## config.mk

```make
export PLATFORM = sky130hd
export DESIGN_NAME = pe_psum_binarizer
export DESIGN_NICKNAME = d
export VERILOG_FILES = /design/src/rtl/pe_psum_binarizer.sv
export SDC_FILE = /design/constraint.sdc
export NUM_CORES = 1
export LEC_CHECK = 0
export ABC_AREA = 1
export CAP_MARGIN = 10
export CORE_ASPECT_RATIO = 0.8
export CORE_MARGIN = 3
export CORE_UTILIZATION = 25
export DETAILED_ROUTE_END_ITERATION = 10
export PLACE_DENSITY = 0.46
export SKIP_CTS_REPAIR_TIMING = 1
export SYNTH_ARGS = -nofsm -noshare
export SYNTH_HDL_FRONTEND = slang
export SYNTH_SLANG_ARGS = --single-unit
```

## constraint.sdc

```tcl
create_clock -name clk_in -period 3.6 [get_ports clk_in]
set_input_delay 0.72 -clock clk_in [delete_from_list [all_inputs] [get_ports clk_in]]
set_output_delay 0.72 -clock clk_in [all_outputs]
set_load 0.005 [all_outputs]
```

## src/rtl/pe_psum_binarizer.sv

```systemverilog
// pe_psum_binarizer
//
// Accumulates ACC_LEN partial sums per output neuron and compares each total
// against an unsigned threshold. The resulting bits are packed nine at a time
// into an activation word for the next layer's PE.
//
// Ports:
//   clk_in          rising-edge clock
//   rst_in          asynchronous active-low reset
//   psum_valid_in   psum_in carries a sample
//   psum_in         partial sum from the PE (unsigned, PSUM_W bits)
//   psum_ready_out  block takes a sample this cycle
//   threshold_in    binarization threshold, read only on a neuron's last sample
//   clear_in        synchronous flush of the partial neuron and partial word
//   act_valid_out   activation_out holds a complete word
//   act_ready_in    downstream takes the word
//   activation_out  packed activations, neuron k of the word at bit k
//
// Handshake: a transfer happens on a rising edge where valid && ready are both
// high. The sender holds its data stable while valid && !ready, and ready may
// only depend on the receiver's registered state and the partner's ready, never
// on the partner's data.
module pe_psum_binarizer #(
    parameter int ACC_LEN = 4,
    parameter int PSUM_W  = 7,
    parameter int ACC_W   = 10
) (
    input  logic              clk_in,
    input  logic              rst_in,
    input  logic              psum_valid_in,
    input  logic [PSUM_W-1:0] psum_in,
    output logic              psum_ready_out,
    input  logic [ACC_W-1:0]  threshold_in,
    input  logic              clear_in,
    output logic              act_valid_out,
    input  logic              act_ready_in,
    output logic [8:0]        activation_out
);

    localparam int              CNT_W    = (ACC_LEN > 1) ? $clog2(ACC_LEN) : 1;
    localparam logic [CNT_W-1:0] CNT_LAST = CNT_W'(ACC_LEN - 1);

    logic [ACC_W-1:0] acc;
    logic [CNT_W-1:0] acc_cnt;
    // Only neurons 0..7 are held here; neuron 8 goes straight into the word.
    logic [7:0]       pack;
    logic [3:0]       bit_cnt;

    logic [ACC_W:0]   sum_wide;
    logic [ACC_W-1:0] sum_sat;
    logic             last_sample;
    logic             last_bit;
    logic             accept;
    logic             neuron_bit;
    logic             word_load;

    // One extra bit catches the carry so the sum can clamp instead of wrapping.
    assign sum_wide    = {1'b0, acc} + {{(ACC_W + 1 - PSUM_W){1'b0}}, psum_in};
    assign sum_sat     = sum_wide[ACC_W] ? {ACC_W{1'b1}} : sum_wide[ACC_W-1:0];
    assign neuron_bit  = (sum_sat >= threshold_in);

    assign last_sample = (acc_cnt == CNT_LAST);
    assign last_bit    = (bit_cnt == 4'd8);

    // Only the sample that would finish a word has to wait for the output
    // register; acc_cnt/bit_cnt are registers, so this path is combinational
    // from act_ready_in alone.
    assign psum_ready_out = !(act_valid_out && !act_ready_in && last_sample && last_bit);
    assign accept         = psum_valid_in && psum_ready_out;

    // A clear on the same edge discards the sample, so no word can be formed.
    assign word_load      = accept && last_sample && last_bit && !clear_in;

    always_ff @(posedge clk_in or negedge rst_in) begin
        if (!rst_in) begin
            acc            <= '0;
            acc_cnt        <= '0;
            pack           <= '0;
            bit_cnt        <= '0;
            act_valid_out  <= 1'b0;
            activation_out <= '0;
        end else begin
            // Drain first; a load on the same edge overrides it (no bubble).
            if (act_valid_out && act_ready_in) begin
                act_valid_out <= 1'b0;
            end
            if (word_load) begin
                act_valid_out  <= 1'b1;
                activation_out <= {neuron_bit, pack};
            end

            if (clear_in) begin
                acc     <= '0;
                acc_cnt <= '0;
                pack    <= '0;
                bit_cnt <= '0;
            end else if (accept) begin
                if (!last_sample) begin
                    acc     <= sum_sat;
                    acc_cnt <= acc_cnt + 1'b1;
                end else begin
                    acc     <= '0;
                    acc_cnt <= '0;
                    if (!last_bit) begin
                        pack[bit_cnt[2:0]] <= neuron_bit;
                        bit_cnt            <= bit_cnt + 1'b1;
                    end else begin
                        pack    <= '0;
                        bit_cnt <= '0;
                    end
                end
            end
        end
    end

endmodule

```

==> results.json, run 1 <==
{
  "finalHoldWorstSlack_ps": 472.0,
  "p_seq_frac": 0.348,
  "max_stage_delay_ps": 480,
  "hpwl_um": 4616,
  "yosys_warnings": 0,
  "worstPathMaxFanout": 5,
  "numCtsBuffers": 5,
  "route.met3.wl_um": 194,
  "firstDrtPassIters": 4,
  "clock_skew_ps": 3.797,
  "die_area_um2": 10500,
  "critPathLaunchType": "input pin",
  "vias": 2096,
  "reg2reg_depth": 16,
  "ios": 33,
  "worstSetupPathType": "input pin to flop",
  "antenna_found_initial": 0,
  "fillers": 962,
  "core_area_um2": 8746,
  "clk_pin_slew_worst_paths_ps": 60,
  "syn_nets": 365,
  "drt-met1-wl_um": 3373,
  "drive_above_1_share": 0.1090,
  "p_int_w": 0.0008296,
  "hold_viol": 0,
  "cts_buffer_depth": 2,
  "drt_iter0_drc": 71,
  "crit-reg2reg-launch": "acc[5]",
  "synth_seq_area_share": 0.3658,
  "swShare": 0.2885,
  "num-nets-final": 409,
  "start_util": 0.2660,
  "min_period_ps": 3269,
  "hold_end": "activation_out[5]",
  "ir_worst_vdd_mv": 0.1559,
  "cp_common_cell": "nand2_1",
  "cp_cell_sequence": "clkdlybuf4s50_1, ha_1, inv_1, fa_2, inv_1, nand3_1, nand2_1, nand2_1, nand2_4, nand3_1, o21ai_2, inv_1, ha_1, nand2_1, nor2_1, o211ai_1, nand4_1, nand2_1, nand2_1",
  "period_share": 0.9079,
  "combPwrFrac": 0.222,
  "hold_start": "pack[5]",
  "route.detailed.drc": 0,
  "grt_start_max_net_pins": 35,
  "dieHeight_um": 92.28,
  "clkPwrFrac": 0.430,
  "gr-usage-all-layers": 0.1217,
  "end_kind": "flop",
  "ys_seq_elements": 34,
  "worst_pin_slew_ps": 456.9,
  "wl_met2_um": 2229,
  "yosys.area.top_type": "dfrtp_1",
  "utilization": 0.3476,
  "cts-htree-levels": 2,
  "worstPathRequired_ps": 3770,
  "grt_overflow": 0,
  "crit_arrival_ps": 3440,
  "gp_congestion": 0.8103,
  "clock_latency_ps": 280,
  "ys_types": 30,
  "grt_pass1_vias": 2133,
  "cts.sinks": 34,
  "cap_violations": 0,
  "cts_tree": "yes",
  "timing.slew.headroom": 0.6954,
  "power.density_nw_per_um2": 383.5,
  "syn_avg_cell_area_um2": 7.224,
  "reg2reg_to": "pack[2]",
  "outcome": "finished clean",
  "ant_nets": 0,
  "viasPerCell": 4.376,
  "rrSetupSlack_ps": 810,
  "switchingPower_w": 0.0003364,
  "rsz0062_at_grt": "no",
  "ys_top_cells_by_area": "dfrtp_1 (37%), nand2_1 (18%), ha_1 (11%)",
  "port_buffers": 32,
  "netlist.area_leader.share": 0.3658,
  "rows": 30,
  "fmax_mhz": 305.9,
  "root_buffer": "clkbuf_16",
  "routed.top_layer": "met4",
  "placedInstanceArea_um2": 2816,
  "antenna_cells": 0,
  "wire_per_inst_um": 12.22,
  "setup_viol": 0,
  "fin_setup_tns_ps": 0,
  "cp_slowest_cell": "clkdlybuf4s50_1",
  "area_growth_pct": 30.72,
  "hold_class": "flop to flop",
  "p_leak_nw": 1.634,
  "netlist_instances": 322,
  "fin_area_um2": 3040,
  "synth_area_um2": 2326,
  "die_x_um": 113.8,
  "finalPower_w": 0.001166,
  "routed_wl_um": 5851,
  "holdPathStages": 2,
  "grt_first_pass_wirelength_um": 10430,
  "report.final.slew_viol_count": 0
}
==> cell usage after synthesis <==
cell type / n
fa_1: 1
xor2_1: 2
o21bai_1: 1
nand3b_1: 1
nand4_1: 8
nand2_4: 3
clkbuf_1: 1
nand2_1: 114
a21o_1: 2
buf_6: 1
o21ai_0: 18
nor2_4: 2
xnor2_1: 1
nor2_1: 22
or2_2: 1
nand3_2: 2
a21oi_1: 5
nor3_1: 2
o211ai_1: 1
dfrtp_1: 34
a31oi_1: 1
nand3_1: 23
nand2_2: 3
ha_1: 20
inv_2: 4
nand3_4: 1
a21boi_0: 1
inv_1: 44
clkinv_1: 2
o21ai_1: 1
==> sequential cells by signal (all words and copies together) (netlist names) <==
name            count
acc                10
acc_cnt             2
act_valid_out       1
activation_out      9
bit_cnt             4
pack                8
==> worst max-delay path by stage <==
stage               start       to  slack [ps]  depth (start not counted)
2_1_floorplan  psum_in[0]  pack[0]         690                         16
3_3_place_gp   psum_in[0]  pack[1]         -40                         18
3_5_place_dp   psum_in[0]  pack[1]         -90                         20
4_1_cts        psum_in[0]  pack[7]         220                         20
5_1_grt        psum_in[0]  pack[2]          50                         18
6_report       psum_in[0]  pack[2]         330                         19
==> final cells by class <==
class,count,area [um2],area share
flip-flops and latches,34,850.8,0.2798
inverters,50,187.7,0.06173
clock buffers,5,125.1,0.04115
clock inverters,3,45.04,0.01481
well taps,112,140.1,0.04609
repair buffers,38,365.4,0.1202
multi-input cells,237,1326,0.4362
==> logic make-up (layout without fill, tap and decap cells) <==
| group | Yosys count | count (layout) | share of synthesized area |
|---|---|---|---|
| simple gates | 182 | 183 | 0.3491 |
| xor+xnor | 3 | 3 | 0.01130 |
| flops | 34 | 34 | 0.3658 |
| buf+inv | 52 | 96 | 0.08714 |
| compound gates | 30 | 30 | 0.07047 |
| fa+ha+maj | 21 | 21 | 0.1162 |
==> per-stage QoR <==
step,setup slack [ps],std cells
floorplan,688.9,322
global placement,-37.72,470
global route,45.08,479
detailed placement,-92.59,470
finish,331.5,479
CTS,218.5,478
==> routing by layer <==
layer / vias up / track usage
met2: 28 / 0.1701
li1: 1114 / -
met3: 4 / 0.02045
met1: 950 / 0.1907
met5: - / 0
met4: 0 / 0.02967
==> critical path, delay by kind of cell <==
| family | cells | cell delay (ps) |
|---|---|---|
| and+or+nand+nor | 10 | 1090 |
| adders and majority gates | 3 | 760 |
| buffers and inverters | 4 | 660 |
| AOI/OAI and AO/OA | 2 | 190 |
==> cell usage in the layout, fill, tap and decap left out, types with 4 or more instances in the layout <==
| cell | n |
|---|---|
| nand4_1 | 8 |
| nand2_2 | 4 |
| nor2_1 | 20 |
| dfrtp_1 | 34 |
| inv_2 | 4 |
| clkbuf_16 | 5 |
| nand2_1 | 112 |
| ha_1 | 20 |
| o21ai_0 | 17 |
| nand3_1 | 20 |
| buf_4 | 6 |
| inv_1 | 44 |
| clkdlybuf4s50_1 | 32 |
| nand3_2 | 5 |
| nand2_4 | 4 |
| a21oi_1 | 5 |
==> power groups by stage <==
stage / sequential (W) / clock [W] / combinational [W]
final: 0.000406 / 0.000501 / 0.000259
after detailed placement: 0.000413 / 0 / 0.000254
after CTS: 0.000406 / 0.000514 / 0.000256
after global routing: 0.000408 / 0.000528 / 0.000306
after floorplan: 0.000408 / 0 / 0.000160
after global placement: 0.000413 / 0 / 0.000254
No activity file was read; power rests on OpenSTA's default activity.
==> run 2: changes to the inputs <==
--- a/config.mk
+++ b/config.mk
@@ -7,11 +7,13 @@
 export LEC_CHECK = 0
 export ABC_AREA = 1
 export CAP_MARGIN = 10
+export CELL_PAD_IN_SITES_DETAIL_PLACEMENT = 1
+export CELL_PAD_IN_SITES_GLOBAL_PLACEMENT = 2
 export CORE_ASPECT_RATIO = 0.8
 export CORE_MARGIN = 3
 export CORE_UTILIZATION = 25
 export DETAILED_ROUTE_END_ITERATION = 10
-export PLACE_DENSITY = 0.46
+export PLACE_DENSITY = 0.7
 export SKIP_CTS_REPAIR_TIMING = 1
 export SYNTH_ARGS = -nofsm -noshare
 export SYNTH_HDL_FRONTEND = slang
==> run 2 against run 1 <==
Effect of this change: core utilization increased by 0.47 points; clock skew up 2.4 ps; total power up 6.6%.
==> results.json, run 2 (synthesis gave the netlist of run 1 again) <==
{
  "hpwl_um": 5268,
  "start_util": 0.2660,
  "combPwrFrac": 0.214,
  "critPathTopFamily": "simple AND/OR/NAND/NOR gates",
  "die_x_um": 113.8,
  "wire_per_inst_um": 13.80,
  "outcome": "finished clean",
  "rsz0062_at_grt": "no",
  "worstPathMaxFanout": 5,
  "stdcell_count": 481,
  "clk_pin_slew_worst_paths_ps": 60,
  "most-common-layout-cells": "nand2_1 (110), inv_1 (44), dfrtp_1 (34), clkdlybuf4s50_1 (32), nor2_1 (22)",
  "report.final.slew_viol_count": 0,
  "root_buffer": "clkbuf_16",
  "p_leak_nw": 1.660,
  "p_int_w": 0.0009028,
  "drt_iter0_drc": 60,
  "ios": 33,
  "num-nets-final": 411,
  "antenna_cells": 0,
  "p_seq_frac": 0.326,
  "dp.cells": 472,
  "fmax_mhz": 300.2,
  "numCtsBuffers": 5,
  "worst-path-buf-inv": 4,
  "power.density_nw_per_um2": 403.4,
  "timing.slew.headroom": 0.6965,
  "clock_skew_ps": 6.167,
  "grt_start_max_net_pins": 35,
  "hold_end": "activation_out[0]",
  "ant_nets": 0,
  "worstPathRequired_ps": 3740,
  "setup_viol": 0,
  "reg2reg_depth": 17,
  "end_kind": "flop",
  "port_buffers": 32,
  "core_area_um2": 8746,
  "largest_register_ffs": 10,
  "antenna_found_initial": 0,
  "clock_latency_ps": 280,
  "grt_first_pass_wirelength_um": 11000,
  "cts.sinks": 34,
  "cp_common_cell": "inv_1",
  "top_regs": "acc: 10 flops, activation_out: 9 flops, pack: 8 flops",
  "vias": 2140,
  "gr-usage-all-layers": 0.1302,
  "swShare": 0.2737,
  "drive_above_1_share": 0.1138,
  "ir_worst_vdd_mv": 0.1688,
  "worst_pin_slew_ps": 451.2,
  "cap_violations": 0,
  "min_period_ps": 3331,
  "critPathLaunchType": "input pin",
  "crit_arrival_ps": 3470,
  "die_area_um2": 10500,
  "viasPerCell": 4.449,
  "hold_class": "flop to flop",
  "dieHeight_um": 92.28,
  "clkPwrFrac": 0.460,
  "cts-htree-levels": 2,
  "grt_overflow": 0,
  "worstSetupPathType": "input pin to flop",
  "hold_start": "pack[0]",
  "layout_commonest_cell": "nand2_1",
  "cts_buffer_depth": 2,
  "routed_wl_um": 6636,
  "reg2reg_to": "pack[1]",
  "utilization": 0.3524,
  "top_register": "acc",
  "rows": 30,
  "rrSetupSlack_ps": 790,
  "area_growth_pct": 32.49,
  "period_share": 0.9253,
  "cp_slowest_cell": "clkdlybuf4s50_1",
  "holdPathStages": 2,
  "max_stage_delay_ps": 460,
  "crit-reg2reg-launch": "acc[0]",
  "cts_tree": "yes",
  "firstDrtPassIters": 4,
  "cp_cell_sequence": "clkdlybuf4s50_1, ha_1, inv_1, fa_1, inv_1, nand3_1, nand2_2, nand2_1, nand2_4, nand3_4, nand2_2, ha_1, inv_1, nor2_1, o211ai_1, nand3_1, nor2_1, o21ai_0",
  "gp_congestion": 0.7365,
  "route.detailed.drc": 0,
  "switchingPower_w": 0.0003403,
  "grt_pass1_vias": 2222,
  "hold_viol": 0
}
run 2: cell count changes in the layout (fill, tap and decap cells not counted), sizes merged:
cell,previous run,this run
buf,6,8
clkinv,2,3
bufinv,1,2
clkinvlp,2,0
run 2: worst max-delay path by stage:
stage,cells past startpoint,to,start,slack [ps]
detailed placement,20,pack[1],psum_in[0],-120
finish,18,pack[1],psum_in[0],270
global route,20,activation_out[8],psum_in[0],10
CTS,20,pack[7],psum_in[0],150
floorplan,16,pack[0],psum_in[0],690
global placement,20,pack[1],psum_in[0],-90
run 2: power groups by stage:
stage | clock (W) | sequential, W | combinational (W)
floorplan | 0 | 0.000408 | 0.000160
global placement | 0 | 0.000413 | 0.000258
detailed placement | 0 | 0.000413 | 0.000261
CTS | 0.000585 | 0.000406 | 0.000263
global route | 0.000607 | 0.000407 | 0.000306
finish | 0.000572 | 0.000405 | 0.000265
run 2: final cells by class:
class,instances,area (um2)
fill,1121,5664
clock inverter,3,68.82
clock buffer,5,125.1
sequential,34,850.8
tap,112,140.1
timing repair buffer,40,380.4
multi-input combinational,237,1329
inverter,50,187.7
run 2: tightest hold or removal path, stage by stage (launching register included):
cell and delay, ps:
dfrtp_1 340, nand2_1 50, nand2_1 50
run 2: metrics by stage:
step	setup TNS, ps	cell area (um2)	power, W	hold WS [ps]	setup slack, ps
final	0	3082	0.001243	475.2	269.0
after detailed placement	-885.1	2831	0.0006737	464.9	-121.9
after floorplan	0	2326	0.0005684	424.4	688.9
after global placement	-561.6	2831	0.0006709	462.5	-93.52
after global routing	0	3082	0.001320	507.5	9.881
after CTS	0	3025	0.001254	481.3	145.8
run 2: layer usage:
metal  wire length [um]  track usage  vias up
li1                   -            -     1116
met1               3833       0.2052      995
met2               2564       0.1863       27
met3                207      0.02375        2
met4                 29      0.01780        0
met5                  0            0        -
==> run 3: changes to the inputs <==
--- a/config.mk
+++ b/config.mk
@@ -6,7 +6,7 @@
 export NUM_CORES = 1
 export LEC_CHECK = 0
 export ABC_AREA = 1
-export CAP_MARGIN = 10
+export CAP_MARGIN = 15
 export CELL_PAD_IN_SITES_DETAIL_PLACEMENT = 1
 export CELL_PAD_IN_SITES_GLOBAL_PLACEMENT = 2
 export CORE_ASPECT_RATIO = 0.8
==> results of run 3 <==
Final layout, timing and power as in run 2 (identical DEF).
